`config.mk`:
```
export PLATFORM = sky130hd
export DESIGN_NAME = alu_arbiter
export DESIGN_NICKNAME = d
export VERILOG_FILES = /design/src/rtl/alu_pkg.sv /design/src/rtl/alu.sv /design/src/rtl/alu_arbiter.sv
export SDC_FILE = /design/constraint.sdc
export NUM_CORES = 1
export LEC_CHECK = 0
export CELL_PAD_IN_SITES_DETAIL_PLACEMENT = 2
export CELL_PAD_IN_SITES_GLOBAL_PLACEMENT = 2
export CORE_MARGIN = 2
export CORE_UTILIZATION = 23
export CTS_CLUSTER_SIZE = 24
export DETAILED_ROUTE_END_ITERATION = 16
export PLACE_DENSITY_LB_ADDON = 0.1
export SLEW_MARGIN = 30
export SYNTH_ARGS = -nofsm -noshare
export SYNTH_HDL_FRONTEND = slang
export SYNTH_SLANG_ARGS = --single-unit
```
`constraint.sdc`:
```
create_clock -name clk -period 2.37 [get_ports clk]
set_input_delay 0.3555 -clock clk [delete_from_list [all_inputs] [get_ports clk]]
set_output_delay 0.3555 -clock clk [all_outputs]
set_load 0.005 [all_outputs]
```
`src/rtl/alu_pkg.sv`:
```
// Shared ALU definitions: opcode encodings, datapath widths and the result record
// carried by the arbiter's output register.
package alu_pkg;

   localparam int ALU_W   = 4;
   localparam int ALU_OPW = 3;

   localparam logic [ALU_OPW-1:0] OP_AND  = 3'b000;
   localparam logic [ALU_OPW-1:0] OP_OR   = 3'b001;
   localparam logic [ALU_OPW-1:0] OP_ADD  = 3'b010;
   localparam logic [ALU_OPW-1:0] OP_ILL  = 3'b011;
   localparam logic [ALU_OPW-1:0] OP_ANDN = 3'b100;
   localparam logic [ALU_OPW-1:0] OP_ORN  = 3'b101;
   localparam logic [ALU_OPW-1:0] OP_SUB  = 3'b110;
   localparam logic [ALU_OPW-1:0] OP_SLT  = 3'b111;

   typedef struct packed {
      logic             id;
      logic             err;
      logic [ALU_W-1:0] data;
   } alu_res_t;

   function automatic logic op_is_illegal(input logic [ALU_OPW-1:0] op);
      return op == OP_ILL;
   endfunction

endpackage

```
`src/rtl/alu.sv`:
```
// Combinational ALU: op[2] inverts B (and carries in for subtract), op[1:0] picks
// and / or / sum / slt. slt is the sign of A-B, so it is only meaningful without overflow.
module alu
   import alu_pkg::*;
#(
   parameter int W = ALU_W
) (
   input  logic [W-1:0]       a,
   input  logic [W-1:0]       b,
   input  logic [ALU_OPW-1:0] op,
   output logic [W-1:0]       y
);

   logic [W-1:0] b_eff;
   logic [W-1:0] sum;

   always_comb begin
      b_eff = op[2] ? ~b : b;
      sum   = a + b_eff + {{(W-1){1'b0}}, op[2]};
      y     = '0;
      case (op[1:0])
         2'b00:   y = a & b_eff;
         2'b01:   y = a | b_eff;
         2'b10:   y = sum;
         default: y = op[2] ? {{(W-1){1'b0}}, sum[W-1]} : '0;
      endcase
   end

endmodule

```
`src/rtl/alu_arbiter.sv`:
```
// Round-robin arbiter sharing one ALU between two requesters; the granted result
// lands in a one-entry output register tagged with the requester id.
module alu_arbiter
   import alu_pkg::*;
#(
   parameter int W   = 4,
   parameter int OPW = 3
) (
   input  logic           clk,
   input  logic           rst_n,
   input  logic           req0_valid,
   input  logic [W-1:0]   req0_a,
   input  logic [W-1:0]   req0_b,
   input  logic [OPW-1:0] req0_op,
   output logic           req0_ready,
   input  logic           req1_valid,
   input  logic [W-1:0]   req1_a,
   input  logic [W-1:0]   req1_b,
   input  logic [OPW-1:0] req1_op,
   output logic           req1_ready,
   output logic           res_valid,
   output logic [W-1:0]   res_data,
   output logic           res_id,
   output logic           res_err,
   input  logic           res_ready
);

   if (W != ALU_W || OPW != ALU_OPW) begin : g_cfg_err
      $error("alu_arbiter: W must be 4 and OPW must be 3 to match the shared alu");
   end

   logic           slot_free;
   logic           gnt0;
   logic           gnt1;
   logic           xfer;
   logic           sel;
   logic           rr_last;
   logic [W-1:0]   alu_a;
   logic [W-1:0]   alu_b;
   logic [OPW-1:0] alu_op;
   logic [W-1:0]   alu_y;
   alu_res_t       res_next;

   // rr_last=1 means requester 1 was served last, so requester 0 wins a tie
   always_comb begin
      slot_free = !res_valid || res_ready;
      gnt0      = rst_n && slot_free && req0_valid && (!req1_valid || rr_last);
      gnt1      = rst_n && slot_free && req1_valid && (!req0_valid || !rr_last);
      xfer      = gnt0 || gnt1;
      sel       = gnt1;
      alu_a     = sel ? req1_a  : req0_a;
      alu_b     = sel ? req1_b  : req0_b;
      alu_op    = sel ? req1_op : req0_op;
   end

   assign req0_ready = gnt0;
   assign req1_ready = gnt1;

   alu u_alu (
      .a  (alu_a),
      .b  (alu_b),
      .op (alu_op),
      .y  (alu_y)
   );

   always_comb begin
      res_next.id   = sel;
      res_next.err  = op_is_illegal(alu_op);
      res_next.data = op_is_illegal(alu_op) ? '0 : alu_y;
   end

   // A grant overwrites the slot even while it drains, so back-to-back ops have no bubble
   always_ff @(posedge clk or negedge rst_n) begin
      if (!rst_n) begin
         res_valid <= 1'b0;
         res_data  <= '0;
         res_id    <= 1'b0;
         res_err   <= 1'b0;
         rr_last   <= 1'b1;
      end else if (xfer) begin
         res_valid <= 1'b1;
         res_data  <= res_next.data;
         res_id    <= res_next.id;
         res_err   <= res_next.err;
         rr_last   <= res_next.id;
      end else if (res_ready) begin
         res_valid <= 1'b0;
      end
   end

endmodule

```
==> results.sh <==
export IMPL_status="finished, final reports clean"
export IMPL_wire_per_inst_um=16.4
export IMPL_htree_levels=1
export IMPL_cts_root_buf="clkbuf_8"
export IMPL_synthesis_area_sq_mm=0.00106
export IMPL_wirelength_um=4130
export IMPL_finalMaxSlewViolations=0
export IMPL_ios=36
export IMPL_comb_power_share=0.619
export IMPL_period_share=0.951
export IMPL_hold_class="in -> async"
export IMPL_finalInstanceArea_sq_mm=0.00197
export IMPL_synth_cell_types=44
export IMPL_final_cell_mix="30 x buf_4, 29 x clkdlybuf4s50_1, 17 x nand2_1, 11 x inv_1, 7 x dfrtp_1"
export IMPL_synth_edf_count=0
export IMPL_pwr_share_clk=0.165
export IMPL_clk_pin_slew_ns=0.04
export IMPL_grt_total_usage=0.174
export IMPL_endpoint_kind="flop"
export IMPL_ys_warnings_count=0
export IMPL_synth_area_mux_share=0.0379
export IMPL_area_growth_pct=86.4
export IMPL_cts_max_path_buffers=2
export IMPL_ctsHoldBuffers=0
export IMPL_whs_ns=0.273
export IMPL_internal_power_mw=0.662
export IMPL_start_util=0.241
export IMPL_instances_no_fill=252
export IMPL_ys_async_sr_fraction=1.00
export IMPL_setup_violations=0
export IMPL_max_freq_ghz=0.444
export IMPL_startpoint_type="flop"
export IMPL_synth_xor_area_frac=0.0746
export IMPL_yosys_most_used_dff="dfrtp_1"
export IMPL_synthAdderAreaFrac=0.114
export IMPL_drc=0
export IMPL_antenna_found_initial=0
export IMPL_grt_first_pass_wirelength_um=7080
export IMPL_avgViaCountPerCell=4.88
export IMPL_clock_skew_ns=0.00128
export IMPL_hold_violations=0
export IMPL_core_area_sq_mm=0.00438
export IMPL_num_vias=1230
export IMPL_path_max_fanout=6
export IMPL_path_class="reg -> reg"
export IMPL_peakVddDrop_mv=0.133
export IMPL_cp_required_ns=2.52
export IMPL_drt_iter0_markers=38
export IMPL_synth_seq_cells=8
export IMPL_numPortBuffers=35
export IMPL_grt_max_degree=12
export IMPL_clock_sinks=8
export IMPL_grt_pass1_vias=1405
export IMPL_rsz0062_at_grt="yes"
export IMPL_post_dp_cell_area_sq_mm=0.00167
export IMPL_min_period_ns=2.25
export IMPL_synth_top_family_by_area="compound AO/OA/AOI/OAI gates"
export IMPL_num_antenna_cells=0
export IMPL_tightest_slew_ns=0.563
export IMPL_grt_remaining_overflow=0
export IMPL_fp_dieW_um=71.8
export IMPL_numCtsBuffers=3
export IMPL_avgSynthCellArea_sq_um=8.07
export IMPL_dp_cells=243
export IMPL_p_sw_frac=0.361
export IMPL_gp_congestion=0.717
export IMPL_die_area_sq_mm=0.00516
export IMPL_power_leakage_nw=0.875
export IMPL_dpl_hpwl_um=3300
export IMPL_final_setup_tns_ns=0
export IMPL_synth_simple_area_share=0.247
export IMPL_powerDensity_mw_per_mm2=526
export IMPL_synth_compound_area_share=0.253
export IMPL_postLayoutCoreUtil=0.449
export IMPL_p_switching_mw=0.374
export IMPL_arrival_ns=2.40
export IMPL_ys_seq_area_frac=0.191
export IMPL_drive_gt1_frac=0.385
export IMPL_ant_nets=0
export IMPL_num_rows=24
export IMPL_slew_headroom=0.621
export IMPL_firstDrtPassIters=2
export IMPL_cap_violations=0
export IMPL_final_common_cell="buf_4"
export IMPL_nets=237
export IMPL_chipHeight_um=71.8
export IMPL_clk_latency_ns=0.23
export IMPL_seq_power_share=0.216
export IMPL_syn_inst=131
export IMPL_tritoncts="built"
export IMPL_postSynthNetCount=167
[synth_stat cells, types with 3 or more instances]
cell type,number,area share
xor2_1,5,0.041
nor2_1,4,0.014
mux2i_1,4,0.038
nand2_1,20,0.071
a21oi_1,5,0.024
o31a_2,3,0.028
xnor2_1,4,0.033
dfrtp_1,7,0.17
inv_1,15,0.053
a31oi_1,6,0.036
ha_1,8,0.095
o21ai_0,7,0.033
[layout make-up]
type	instances	area (sq um)
inverter	16	62.6
fill	485	2410
sequential	8	201
clock buffer	4	45.0
multi-input combinational	103	942
timing repair buffer	69	654
tap	52	65.1
[path summary, 6_finish.rpt]
kind	from	end	slack, ns	cells after the start
worst max-delay path	rr_last	res_data[0]	0.12	10
worst min-delay path	rst_n	res_valid	0.27	3
worst max register to register	rr_last	res_data[0]	0.12	10
worst min register to register	res_id	res_id	0.48	2
max in group asynchronous	rst_n	rr_last	1.89	3
min in group clk	res_id	res_id	0.48	2
[kinds of logic after synthesis]
logic type      count (synthesis)
compound gates                 34
mux                             4
xor+xnor                        9
simple gates                   47
buf+inv                        20
flops                           8
fa+ha+maj                       9
[routing by layer]
layer,global-route usage,up-vias,wire length [um]
met5,0,-,0
met4,0.0545,0,85
met3,0.00985,8,112
met2,0.329,32,2200
met1,0.208,585,1730
li1,-,605,-
[state kept, by name, indices dropped and copies added (netlist names)]
| signal | flops |
|---|---|
| res_err | 1 |
| res_id | 1 |
| res_data | 4 |
| res_valid | 1 |
| rr_last | 1 |
[through the flow]
stage | power (mW) | setup slack [ns]
3_3_place_gp | 0.722 | -0.407
3_5_place_dp | 0.749 | -0.462
2_1_floorplan | 0.468 | 0.0932
4_1_cts | 1.01 | 0.0241
6_report | 1.04 | 0.115
5_1_grt | 1.13 | -0.0294
[power by group through the flow]
stage | Clock [mW] | Combinational (mW) | Sequential [mW]
after floorplan | 0 | 0.246 | 0.222
after global placement | 0 | 0.503 | 0.219
after detailed placement | 0 | 0.523 | 0.225
after CTS | 0.179 | 0.604 | 0.227
after global routing | 0.187 | 0.709 | 0.232
final | 0.172 | 0.641 | 0.224
[what timing repair did]
item | CTS | global route
pin swaps | 10 | 5
resized for setup | 32 | 15
endpoints found under the setup margin | 5 | 4
cloned | 1 | 0
setup buffers | 2 | 2
[worst max-delay path, stage by stage (launching register included)]
cell	delay (ns)
dfstp_2	0.57
a21boi_4	0.08
nand3_4	0.10
buf_8	0.15
buf_4	0.13
mux2i_2	0.28
ha_4	0.26
nand3b_1	0.16
a21oi_1	0.20
o31ai_2	0.08
a31oi_1	0.16
Power figures use the tool's default switching activity.
